--- config.mk ---
export PLATFORM = sky130hd
export DESIGN_NAME = a51_pixel_cipher_flat
export DESIGN_NICKNAME = d
export VERILOG_FILES = /design/src/rtl/a51_pkg.sv /design/src/rtl/a51_pixel_cipher_if.sv /design/src/rtl/a51_lfsr.sv /design/src/rtl/a51_pixel_cipher.sv /design/src/flat_wrapper.sv
export SDC_FILE = /design/constraint.sdc
export NUM_CORES = 1
export LEC_CHECK = 0
export BUFFER_PORTS_ARGS = -buffer_cell sky130_fd_sc_hd__buf_2
export CORE_ASPECT_RATIO = 0.6
export CORE_MARGIN = 3
export CORE_UTILIZATION = 27
export CTS_CLUSTER_SIZE = 8
export DETAILED_ROUTE_END_ITERATION = 6
export PLACE_DENSITY = 0.51
export SLEW_MARGIN = 20
export SYNTH_ARGS = -nofsm -noshare
export SYNTH_HDL_FRONTEND = slang
export SYNTH_SLANG_ARGS = --single-unit
--- constraint.sdc ---
create_clock -name clk -period 5.9 [get_ports clk]
set_input_delay 0 -clock clk [delete_from_list [all_inputs] [get_ports clk]]
set_output_delay 0 -clock clk [all_outputs]
set_load 0.01 [all_outputs]
--- src/rtl/a51_pkg.sv ---
// Shared constants for the A5/1 pixel cipher: register geometry, tap masks,
// clock-bit positions, FSM encoding and default load/warm-up lengths.
package a51_pkg;

    localparam int X_LEN = 19;
    localparam int Y_LEN = 22;
    localparam int Z_LEN = 23;

    localparam logic [X_LEN-1:0] X_TAPS = 19'h72000;   // bits 13,16,17,18
    localparam logic [Y_LEN-1:0] Y_TAPS = 22'h300000;  // bits 20,21
    localparam logic [Z_LEN-1:0] Z_TAPS = 23'h700080;  // bits 7,20,21,22

    localparam int X_CLK = 8;
    localparam int Y_CLK = 10;
    localparam int Z_CLK = 10;

    localparam int A51_KEY_BITS   = 64;
    localparam int A51_FRAME_BITS = 22;
    localparam int A51_WARMUP     = 100;
    localparam int A51_PIX_W      = 8;

    typedef enum logic [2:0] {
        ST_IDLE       = 3'd0,
        ST_LOAD_KEY   = 3'd1,
        ST_LOAD_FRAME = 3'd2,
        ST_WARMUP     = 3'd3,
        ST_READY      = 3'd4,
        ST_GEN        = 3'd5,
        ST_OUT        = 3'd6
    } a51_state_e;

    function automatic logic majority(input logic a, input logic b, input logic c);
        return (a & b) | (a & c) | (b & c);
    endfunction

endpackage

--- src/rtl/a51_pixel_cipher_if.sv ---
// Pixel stream handshake: input pixel channel and output pixel channel.
interface a51_pixel_cipher_if #(parameter int PIX_W = 8);
    logic             in_valid;
    logic             in_ready;
    logic [PIX_W-1:0] in_pixel;
    logic             out_valid;
    logic             out_ready;
    logic [PIX_W-1:0] out_pixel;

    modport master (output in_valid, in_pixel, out_ready,
                    input  in_ready, out_valid, out_pixel);
    modport slave  (input  in_valid, in_pixel, out_ready,
                    output in_ready, out_valid, out_pixel);
endinterface

--- src/rtl/a51_lfsr.sv ---
// One A5/1 shift register: new bit enters at index 0, optional injected bit
// is XORed into the feedback during key/frame load.
module a51_lfsr #(
    parameter int             LEN      = 19,
    parameter logic [LEN-1:0] TAP_MASK = {LEN{1'b0}},
    parameter int             CLK_IDX  = 8
) (
    input  logic clk,
    input  logic reset_n,
    input  logic en,
    input  logic inject_bit,
    input  logic clear,
    output logic msb,
    output logic clk_bit
);

    logic [LEN-1:0] r_q, r_d;

    function automatic logic parity_taps(input logic [LEN-1:0] v);
        return ^(v & TAP_MASK);
    endfunction

    // next register value: clear wins over shifting
    always_comb begin
        r_d = r_q;
        if (clear) begin
            r_d = {LEN{1'b0}};
        end else if (en) begin
            r_d = {r_q[LEN-2:0], parity_taps(r_q) ^ inject_bit};
        end else begin
            r_d = r_q;
        end
    end

    // state register
    always_ff @(posedge clk or negedge reset_n) begin
        if (!reset_n) begin
            r_q <= {LEN{1'b0}};
        end else begin
            r_q <= r_d;
        end
    end

    assign msb     = r_q[LEN-1];
    assign clk_bit = r_q[CLK_IDX];

endmodule

--- src/rtl/a51_pixel_cipher.sv ---
// A5/1 keystream pixel cipher: loads key and frame, warms up, then XORs one
// keystream byte onto every pixel passing from source to sink.
module a51_pixel_cipher
    import a51_pkg::*;
#(
    parameter int KEY_BITS   = A51_KEY_BITS,
    parameter int FRAME_BITS = A51_FRAME_BITS,
    parameter int WARMUP     = A51_WARMUP,
    parameter int PIX_W      = A51_PIX_W
) (
    input  logic                  clk,
    input  logic                  reset_n,
    input  logic                  start,
    input  logic [KEY_BITS-1:0]   key,
    input  logic [FRAME_BITS-1:0] frame,
    output logic                  busy,
    a51_pixel_cipher_if.slave     pix
);

    a51_state_e            state_q, state_d;
    logic [6:0]            cnt_q, cnt_d;
    logic [KEY_BITS-1:0]   key_q, key_d;
    logic [FRAME_BITS-1:0] frame_q, frame_d;
    logic [PIX_W-1:0]      pix_q, pix_d;
    logic [PIX_W-1:0]      ks_q, ks_d;
    logic [PIX_W-1:0]      out_pixel_q, out_pixel_d;

    logic [2:0] lfsr_en_s;
    logic [2:0] msb_s;
    logic [2:0] clkb_s;
    logic       inject_s;
    logic       clear_s;
    logic       maj_s;
    logic       ks_bit_s;
    logic [2:0] maj_en_s;

    a51_lfsr #(.LEN(X_LEN), .TAP_MASK(X_TAPS), .CLK_IDX(X_CLK)) u_x (
        .clk(clk), .reset_n(reset_n), .en(lfsr_en_s[0]), .inject_bit(inject_s),
        .clear(clear_s), .msb(msb_s[0]), .clk_bit(clkb_s[0]));
    a51_lfsr #(.LEN(Y_LEN), .TAP_MASK(Y_TAPS), .CLK_IDX(Y_CLK)) u_y (
        .clk(clk), .reset_n(reset_n), .en(lfsr_en_s[1]), .inject_bit(inject_s),
        .clear(clear_s), .msb(msb_s[1]), .clk_bit(clkb_s[1]));
    a51_lfsr #(.LEN(Z_LEN), .TAP_MASK(Z_TAPS), .CLK_IDX(Z_CLK)) u_z (
        .clk(clk), .reset_n(reset_n), .en(lfsr_en_s[2]), .inject_bit(inject_s),
        .clear(clear_s), .msb(msb_s[2]), .clk_bit(clkb_s[2]));

    assign maj_s    = majority(clkb_s[0], clkb_s[1], clkb_s[2]);
    assign maj_en_s = {clkb_s[2] == maj_s, clkb_s[1] == maj_s, clkb_s[0] == maj_s};
    assign ks_bit_s = ^msb_s;

    // next-state, counter, load shifters and LFSR control
    always_comb begin
        state_d     = state_q;
        cnt_d       = cnt_q;
        key_d       = key_q;
        frame_d     = frame_q;
        pix_d       = pix_q;
        ks_d        = ks_q;
        out_pixel_d = out_pixel_q;
        lfsr_en_s   = 3'b000;
        inject_s    = 1'b0;
        clear_s     = 1'b0;
        case (state_q)
            ST_IDLE, ST_READY: begin
                if (start) begin
                    key_d   = key;
                    frame_d = frame;
                    clear_s = 1'b1;
                    cnt_d   = 7'd0;
                    state_d = ST_LOAD_KEY;
                end else if ((state_q == ST_READY) && pix.in_valid) begin
                    pix_d   = pix.in_pixel;
                    ks_d    = {PIX_W{1'b0}};
                    cnt_d   = 7'd0;
                    state_d = ST_GEN;
                end else begin
                    state_d = state_q;
                end
            end
            ST_LOAD_KEY: begin
                lfsr_en_s = 3'b111;
                inject_s  = key_q[0];
                key_d     = {1'b0, key_q[KEY_BITS-1:1]};
                if (cnt_q == 7'(KEY_BITS - 1)) begin
                    cnt_d   = 7'd0;
                    state_d = ST_LOAD_FRAME;
                end else begin
                    cnt_d = cnt_q + 7'd1;
                end
            end
            ST_LOAD_FRAME: begin
                lfsr_en_s = 3'b111;
                inject_s  = frame_q[0];
                frame_d   = {1'b0, frame_q[FRAME_BITS-1:1]};
                if (cnt_q == 7'(FRAME_BITS - 1)) begin
                    cnt_d   = 7'd0;
                    state_d = ST_WARMUP;
                end else begin
                    cnt_d = cnt_q + 7'd1;
                end
            end
            ST_WARMUP: begin
                lfsr_en_s = maj_en_s;
                if (cnt_q == 7'(WARMUP - 1)) begin
                    cnt_d   = 7'd0;
                    state_d = ST_READY;
                end else begin
                    cnt_d = cnt_q + 7'd1;
                end
            end
            ST_GEN: begin
                lfsr_en_s = maj_en_s;
                ks_d      = {ks_q[PIX_W-2:0], ks_bit_s};
                if (cnt_q == 7'(PIX_W - 1)) begin
                    out_pixel_d = pix_q ^ ks_d;
                    cnt_d       = 7'd0;
                    state_d     = ST_OUT;
                end else begin
                    cnt_d = cnt_q + 7'd1;
                end
            end
            ST_OUT: begin
                if (pix.out_ready) begin
                    state_d = ST_READY;
                end else begin
                    state_d = ST_OUT;
                end
            end
            default: begin
                state_d = ST_IDLE;
                cnt_d   = 7'd0;
            end
        endcase
    end

    // state and datapath registers
    always_ff @(posedge clk or negedge reset_n) begin
        if (!reset_n) begin
            state_q     <= ST_IDLE;
            cnt_q       <= 7'd0;
            key_q       <= {KEY_BITS{1'b0}};
            frame_q     <= {FRAME_BITS{1'b0}};
            pix_q       <= {PIX_W{1'b0}};
            ks_q        <= {PIX_W{1'b0}};
            out_pixel_q <= {PIX_W{1'b0}};
        end else begin
            state_q     <= state_d;
            cnt_q       <= cnt_d;
            key_q       <= key_d;
            frame_q     <= frame_d;
            pix_q       <= pix_d;
            ks_q        <= ks_d;
            out_pixel_q <= out_pixel_d;
        end
    end

    assign busy          = (state_q == ST_LOAD_KEY) || (state_q == ST_LOAD_FRAME) ||
                           (state_q == ST_WARMUP);
    assign pix.in_ready  = (state_q == ST_READY);
    assign pix.out_valid = (state_q == ST_OUT);
    assign pix.out_pixel = out_pixel_q;

endmodule
--- src/flat_wrapper.sv ---
// flat-port wrapper written by rule: the top's interface ports become plain ports
module a51_pixel_cipher_flat import a51_pkg::*;
#(
    parameter int KEY_BITS   = A51_KEY_BITS,
    parameter int FRAME_BITS = A51_FRAME_BITS,
    parameter int WARMUP     = A51_WARMUP,
    parameter int PIX_W      = A51_PIX_W
)
  (clk, reset_n, start, key, frame, busy, pix_in_valid, pix_in_pixel, pix_out_ready, pix_in_ready, pix_out_valid, pix_out_pixel);
  a51_pixel_cipher_if #(.PIX_W(PIX_W)) pix_i ();
  input  logic clk;
  input  logic reset_n;
  input  logic start;
  input  logic [KEY_BITS-1:0] key;
  input  logic [FRAME_BITS-1:0] frame;
  output logic busy;
  input wire logic [$bits(pix_i.in_valid)-1:0] pix_in_valid;
  input wire logic [$bits(pix_i.in_pixel)-1:0] pix_in_pixel;
  input wire logic [$bits(pix_i.out_ready)-1:0] pix_out_ready;
  output wire logic [$bits(pix_i.in_ready)-1:0] pix_in_ready;
  output wire logic [$bits(pix_i.out_valid)-1:0] pix_out_valid;
  output wire logic [$bits(pix_i.out_pixel)-1:0] pix_out_pixel;
  assign pix_i.in_valid = pix_in_valid;
  assign pix_i.in_pixel = pix_in_pixel;
  assign pix_i.out_ready = pix_out_ready;
  assign pix_in_ready = pix_i.in_ready;
  assign pix_out_valid = pix_i.out_valid;
  assign pix_out_pixel = pix_i.out_pixel;
  a51_pixel_cipher #(.KEY_BITS(KEY_BITS), .FRAME_BITS(FRAME_BITS), .WARMUP(WARMUP), .PIX_W(PIX_W)) u_core (.clk(clk), .reset_n(reset_n), .start(start), .key(key), .frame(frame), .busy(busy), .pix(pix_i));
endmodule
======== Word-level counts from Yosys, hierarchy flattened ========
Cells that the tools add are included.
cells by class
  bitwise gates (word level) .............. 11
  reductions and logical operators ........ 24
  add/subtract/negate cells ............... 1
  mux-type cells .......................... 32
  equality and inequality tests ........... 21
operators by type and width
  cell                   count
  $pmux W64 S2           1
  $mux W22               3
  $mux W64               1
  $mux W7                8
  $mux W23               2
  $pmux W22 S2           1
  $pmux W7 S6            1
  $mux W19               2
  $reduce_xor A23 Y1     1
  $reduce_xor A22 Y1     1
  $reduce_xor A19 Y1     1
  $mux W3                6
  $pmux W3 S6            1
  $pmux W7 S2            1
  $reduce_bool A2 Y1     6
  $ne A2 B1 Y1 const B   5
  $eq A3 B3 Y1 const B   3
  $reduce_and A2 Y1      4
  $xor A8 B8 Y8          1
  $add A7 B1 Y7 const B  1
  $eq A7 B3 Y1 const B   1
  $eq A7 B5 Y1 const B   1
  $eq A7 B6 Y1 const B   1
  $eq A7 B7 Y1 const B   1
  other kinds (20)       35
storage, ports and cells
  register bits ........................... 183
  input port bits ......................... 99
  word-level logic and storage cells ...... 99
  output and inout port bits .............. 11

======== Depth between registers and ports, before layout ========
Gate-level depths: netlist of the first run.
  depth after elaboration ................. 7
  depth in mapped cells ................... 8
  depth with buffers taken out ............ 7

======== By module ========
From an unflattened synthesis of the first run, not the netlist that was laid out.
unflattened totals
  cells, all modules ...................... 758
  area, all modules ....................... 8330.5 um2
by module, submodules not included
  module                 area an instance (um2)  cells each  instances  sequential area each (um2)
  a51_pixel_cipher       5637.9                  541         1          2977.9
  a51_lfsr (u_core.u_z)  968.4                   79          1          575.6
  a51_lfsr (u_core.u_y)  914.6                   72          1          550.5
  a51_lfsr (u_core.u_x)  809.5                   66          1          475.5

======== Least setup slack after synthesis of the first run ========
No wires, ideal clock.
  path type ............................... reg2reg
  start point ............................. reg u_core.cnt_q[6]
  end point ............................... reg u_core.cnt_q[3]
  arrival ................................. 1.835 ns
  library setup time ...................... 0.124 ns
  stages on the path, launching flop included .. 7
  period minus slack after synthesis ...... 1.959 ns
  slack ................................... 3.941 ns
  path through ............................ dfrtp_1 or4b_4 o21a_1 a211oi_2 buf_6 nor3_1 a211o_1
on the way
  cells in the longest elaborated chain, start to end .. 3
ends and longest elaborated chain
  element                               RTL line                 text
  start: declaration                    a51_pixel_cipher.sv:21   logic [6:0] cnt_q, cnt_d;
  start signal: assignment              a51_pixel_cipher.sv:148  cnt_q <= cnt_d;
  $eq A7 B3 Y1 (tied with other cells)  a51_pixel_cipher.sv:114  if (cnt_q == 7'(PIX_W - 1)) begin
  $mux W7 (on tied branches)            --
  $pmux W7 S6 *                         a51_pixel_cipher.sv:63   case (state_q)
Mark *: on every way between the ends. The rest lies on a longest branch, timed or not.
A chain may end at the register's enable or synchronous reset.

======== Worst setup path after layout of the first run ========
  start point ............................. reg u_core.state_q[0]
  end point ............................... reg u_core.key_q[20]
on the way
  cells in the longest elaborated chain, start to end .. 4
ends and longest elaborated chain
  element                                                       RTL line                 text
  start: declaration                                            a51_pixel_cipher.sv:20   a51_state_e state_q, state_d;
  start signal: assignment                                      a51_pixel_cipher.sv:147  state_q <= state_d;
  $eq A3 B3 Y1 or $logic_not A3 Y1 (tied branches)              a51_pixel_cipher.sv:63
  $reduce_or A2 Y1                                              a51_pixel_cipher.sv:63
  $ne A2 B2 Y1 (no line) or $reduce_bool A2 Y1 (tied branches)  --
  $reduce_and A2 Y1 (no line)                                   --
  end signal: assignment                                        a51_pixel_cipher.sv:141  key_q <= {KEY_BITS{1'b0}};
  end signal: assignment                                        a51_pixel_cipher.sv:149  key_q <= key_d;
  end: declaration                                              a51_pixel_cipher.sv:22   logic [KEY_BITS-1:0] key_q, key_d;
Several ways; a longest one is shown, not always the timed one.

==> flow_summary.toml, run 1 <==
[sta]
hold_ws_ns = 0.0817
layout_min_cycle_time_ns = 2.74
fmax_mhz = 365
relSlewSlack_pct = 30.8
finalCritPeriodShare_pct = 46.5
finalMaxSlewViolations = 0
hold_viol = 0
fin_worst_skew_ns = 0.00791
rsz0062_at_grt = "no"
final.setup.tns_ns = 0
tightest_slew_ns = 1.03
setup-violations-final = 0
setup_slack_ns = 3.16

[finish]
mostFrequentLayoutCell = "nor2_1"
final_cell_mix = "nor2_1 (191), dfrtp_1 (183), buf_2 (108), dlygate4sd3_1 (97), nand2_1 (92)"
diodes = 0
nets = 1066
design_area_um2 = 10300
drive_gt1_share_pct = 17.4
final_util_pct = 36.9
area.growth.synth_to_final_pct = 32.5

[synthesis]
synth_edf_count = 0
async_flop_share_pct = 100
ys_seq_area_share_pct = 58.8
synth_area_um2 = 7790
syn_avg_cell_area_um2 = 10.0
ys_types = 43
ys.warnings.count = 0
synth_seq_cells = 183
synth_fp_nets = 878
synth_ff_type = "dfrtp_1"
synth_cells = 777

[routing]
num_vias = 6000
vias_per_cell = 4.46
firstDrtPassIters = 4
first_iter_violations = 342
wl_per_cell_um = 14.3
drt-total-wl_mm = 19.2
ant_nets = 0
drc_errors = 0

[placement]
gp_congestion = 0.770
pre_cts_slack_ns = 3.15
place_area_um2 = 8710
portBuffers = 109
dpl.hpwl_mm = 11.9

[floorplanning]
num_io_pins = 110
core_area_um2 = 28000
initial_utilization_pct = 27.8
die_w_um = 225
die_h_um = 138
rows = 47
floorplan.die_area_um2 = 31000

[worst_setup_path]
r2r_setup_slack_ns = 3.16
start_kind = "register"
end_kind = "register"
worstPathArrival_ns = 3.10
crit_fanout = 42
crit_start = "u_core.state_q[0]"
critPathKind = "reg2reg"
rr_worst_depth = 6
r2r-start = "u_core.state_q[0]"
crit_required_ns = 6.26

[cts]
cts_tree = "done"
cts_buffers = 17
clock-sinks = 183
clk_pin_slew_ns = 0.07
cts_buffer_depth = 2
h-tree-depth = 4
clkLatencyLatePin_ns = 0.44
ctsRootBufferMaster = "clkbuf_16"
cts.repair.resized = 0

[power]
p_switching_uw = 563
cellLeakagePower_uw = 0.00522
max-vdd-ir-drop_uv = 138
clkPwrFrac_pct = 47.8
p_int_uw = 2060
combPwrFrac_pct = 4.3
p_sw_share_pct = 21.5
seqPwrFrac_pct = 47.8
p_per_area_nw_per_um2 = 254

[grt]
grt-ovfl-total = 0
gr-usage-all-layers_pct = 13.1
grt_pass1_vias = 5999
grt_pass1_wl_mm = 32.0
grt_antenna_before_repair = 0
grt_max_degree = 68

[outcome]
status = "finished, final reports clean"

[min_path]
min_from = "pix_in_valid"
holdPathStages = 5
hold_class = "in2reg"

[run]
drv_cap = 0
==> registers in the layout (all words and copies together) (netlist names) <==
signal                flops
u_core.u_x.r_q           19
u_core.ks_q               7
u_core.cnt_q              7
u_core.frame_q           22
u_core.state_q            3
u_core.u_z.r_q           23
u_core.key_q             64
u_core.u_y.r_q           22
u_core.pix.out_pixel      8
u_core.pix_q              8
==> through the flow <==
| stage | cells | power, µW |
|---|---|---|
| 2_1_floorplan | 777 | 1280 |
| 3_3_place_gp | 1216 | 1340 |
| 3_5_place_dp | 1216 | 1340 |
| 4_1_cts | 1345 | 2670 |
| 5_1_grt | 1345 | 2730 |
| 6_report | 1345 | 2620 |
==> repair_timing <==
item	CTS	global route
setup buffers	0	0
endpoints found under the hold margin	155	0
hold buffers	97	0
==> synth_stat cells (2+ instances only) <==
| cell | n | area, µm² |
|---|---|---|
| nor3_1 | 3 | 15.0 |
| a211o_1 | 2 | 17.5 |
| a21oi_1 | 8 | 40.0 |
| a22o_1 | 7 | 61.3 |
| inv_1 | 5 | 18.8 |
| o22ai_1 | 71 | 444 |
| dfrtp_1 | 183 | 4580 |
| a21o_1 | 3 | 22.5 |
| ha_1 | 2 | 25.0 |
| mux2i_1 | 47 | 470 |
| xor2_1 | 3 | 26.3 |
| or3_1 | 2 | 12.5 |
| o21a_1 | 3 | 22.5 |
| nand3_1 | 2 | 10.0 |
| nand2_1 | 95 | 357 |
| xnor2_1 | 17 | 149 |
| and2_1 | 2 | 12.5 |
| buf_2 | 7 | 35.0 |
| nor2b_1 | 3 | 18.8 |
| clkbuf_1 | 38 | 143 |
| a22oi_1 | 16 | 120 |
| o21bai_1 | 2 | 15.0 |
| mux2_2 | 9 | 101 |
| nor3b_1 | 2 | 15.0 |
| o21ai_0 | 33 | 165 |
| nor2_1 | 191 | 717 |
| nand2b_1 | 5 | 31.3 |
==> cells by family (layout without fill, tap and decap cells) <==
family	count (synthesis)	count (layout)	share of synthesized area (%)
buf+inv	52	253	2.76
mux	56	56	7.34
xor+xnor	20	20	2.25
simple gates	312	312	16.1
compound gates	152	152	12.5
flops	183	183	58.8
fa+ha+maj	2	2	0.321
==> per-layer routing <==
layer / global-route usage, % / wire length, µm
met3: 3.85 / 660
met2: 18.7 / 8040
met4: 3.70 / 230
met5: 0 / 0
met1: 19.2 / 10200
==> worst paths after layout <==
check,endpoint
worst max register to register,u_core.key_q[20]
worst min-delay path,u_core.state_q[0]
max in group asynchronous,u_core.key_q[50]
min in group asynchronous,u_core.pix.out_pixel[3]
worst min register to register,u_core.pix.out_pixel[3]
worst max-delay path,u_core.key_q[20]
==> worst max-delay path, cell delays in order, from the launching register on <==
cell     delay, ns
dfrtp_1       0.53
nor2_1        0.50
nand2_4       0.41
nand2_2       0.53
buf_4         0.46
nor2_1        0.07
nor2_1        0.12
==> cell type report <==
class,instances,area [µm²]
fillers,2815,17700
flip-flops and latches,183,4580
multi-input cells,542,3020
repair buffers,216,1600
well taps,367,459
clock buffers,20,457
clock inverters,12,188
inverters,5,18.8
==> power by group through the flow <==
stage / combinational [µW] / clock, µW / sequential [µW]
after floorplan: 0.502 / 0 / 1280
after global placement: 66.2 / 0 / 1280
after detailed placement: 65.8 / 0 / 1280
after CTS: 117 / 1300 / 1250
after global routing: 128 / 1350 / 1250
final: 114 / 1250 / 1250
Note: power is estimated with default switching activity, not from simulation.
==> run 2: changes to the inputs <==
--- a/config.mk
+++ b/config.mk
@@ -11,7 +11,7 @@
 export CORE_UTILIZATION = 27
 export CTS_CLUSTER_SIZE = 8
 export DETAILED_ROUTE_END_ITERATION = 6
-export PLACE_DENSITY = 0.51
+export PLACE_DENSITY = 0.52
 export SLEW_MARGIN = 20
 export SYNTH_ARGS = -nofsm -noshare
 export SYNTH_HDL_FRONTEND = slang
==> constraint.sdc (replaced) <==
create_clock -name clk -period 2.34 [get_ports clk]
set_input_delay 0 -clock clk [delete_from_list [all_inputs] [get_ports clk]]
set_output_delay 0 -clock clk [all_outputs]
set_load 0.01 [all_outputs]
==> flow_summary.toml, run 2 (same netlist as run 1, synthesis figures left out) <==
[outcome]
status = "finished, final reports clean"

[sta]
hold_viol = 0
relSlewSlack_pct = 58.2
hold_ws_ns = 0.0828
setup-violations-final = 0
layout_min_cycle_time_ns = 2.08
rsz0062_at_grt = "no"
finalMaxSlewViolations = 0
tightest_slew_ns = 0.627
fmax_mhz = 480
setup_slack_ns = 0.258
fin_worst_skew_ns = 0.0119
final.setup.tns_ns = 0
finalCritPeriodShare_pct = 89.0

[routing]
num_vias = 6108
vias_per_cell = 4.51
drc_errors = 0
wl_per_cell_um = 14.2
ant_nets = 0
drt-total-wl_mm = 19.2
firstDrtPassIters = 5
first_iter_violations = 318

[finish]
mostFrequentLayoutCell = "nor2_1"
drive_gt1_share_pct = 18.1
reg_top3 = "u_core.key_q: 64 flops, u_core.u_z.r_q: 23 flops"
regMostFlops = "u_core.key_q"
nets = 1075
final_cell_mix = "nor2_1 (191), dfrtp_1 (183), buf_2 (108), dlygate4sd3_1 (97), nand2_1 (92)"
largest_register_ffs = 64
diodes = 0
final_util_pct = 37.3
area.growth.synth_to_final_pct = 34.0

[worst_setup_path]
crit_required_ns = 2.66
start_kind = "register"
crit_fanout = 11
crit_start = "u_core.cnt_q[6]"
critPathKind = "reg2reg"
worstPathArrival_ns = 2.41
r2r-start = "u_core.cnt_q[6]"
end_kind = "register"

[cts]
clk_pin_slew_ns = 0.07
cts_tree = "done"
clock-sinks = 183
h-tree-depth = 4
clkLatencyLatePin_ns = 0.44
cts_buffers = 17
postCtsSetupRepairBufs = 0
ctsRootBufferMaster = "clkbuf_16"
cts_buffer_depth = 2

[grt]
grt_max_degree = 71
grt_antenna_before_repair = 0
grt_pass1_vias = 6353
grt-ovfl-total = 0
grt_pass1_wl_mm = 32.6
gr-usage-all-layers_pct = 13.2

[floorplanning]
floorplan.die_area_um2 = 31000
core_area_um2 = 28000
rows = 47
die_h_um = 138
die_w_um = 225
initial_utilization_pct = 27.8
num_io_pins = 110

[placement]
dpl.hpwl_mm = 12.2
gp_congestion = 0.746
pre_cts_slack_ns = 0.272
portBuffers = 109

[min_path]
hold_class = "in2reg"
min_from = "pix_in_valid"

[power]
max-vdd-ir-drop_uv = 371
p_per_area_nw_per_um2 = 617
cellLeakagePower_uw = 0.00529
p_total_uw = 6440

[run]
drv_cap = 0
run 2: layout make-up:
class | count | area (µm²)
inverter | 5 | 18.8
multi-input combinational | 542 | 3020
sequential | 183 | 4580
clock inverter | 11 | 135
timing repair buffer | 225 | 1760
tap | 367 | 459
fill | 2834 | 17600
clock buffer | 21 | 470
run 2: final timing paths:
path                                      end  slack, ns  depth (start not counted)
setup / recovery              u_core.cnt_q[6]       0.26                          6
hold / removal              u_core.state_q[0]       0.08                          5
setup reg to reg              u_core.cnt_q[6]       0.26                          6
hold reg to reg            u_core.frame_q[15]       0.47                          2
max in group asynchronous  u_core.frame_q[19]       1.40                          3
min in group asynchronous     u_core.pix_q[4]       0.13                          2
run 2: through the flow:
step / area [µm²] / instances
2_1_floorplan: 7790 / 777
3_3_place_gp: 8860 / 1225
3_5_place_dp: 8860 / 1225
4_1_cts: 10400 / 1354
5_1_grt: 10400 / 1354
6_report: 10400 / 1354
run 2: what timing repair did:
action,4_1_cts,5_1_grt
gates resized for setup,0,0
hold buffers,97,0
hold endpoints to repair,163,0
run 2: critical path, cell delays in order (launching register included):
cell      delay (ns)
dfrtp_1         0.45
or4b_4          0.59
o21a_1          0.21
a211oi_2        0.19
buf_4           0.20
nor3_1          0.05
a211o_1         0.27
run 2: metal layers:
metal | vias up | track usage, % | part of all wire, % | wire [µm]
li1 | 3056 | - | - | -
met2 | 91 | 21.0 | 45 | 8600
met4 | 0 | 3.84 | 1.2 | 222
met3 | 15 | 3.51 | 3.5 | 676
met5 | - | 0 | 0 | 0
met1 | 2946 | 17.9 | 50 | 9670
run 2: power by group:
part / internal [µW] / switching [µW]
combinational: 172 / 119
sequential: 3160 / 0
clock: 1680 / 1300
total: 5020 / 1420
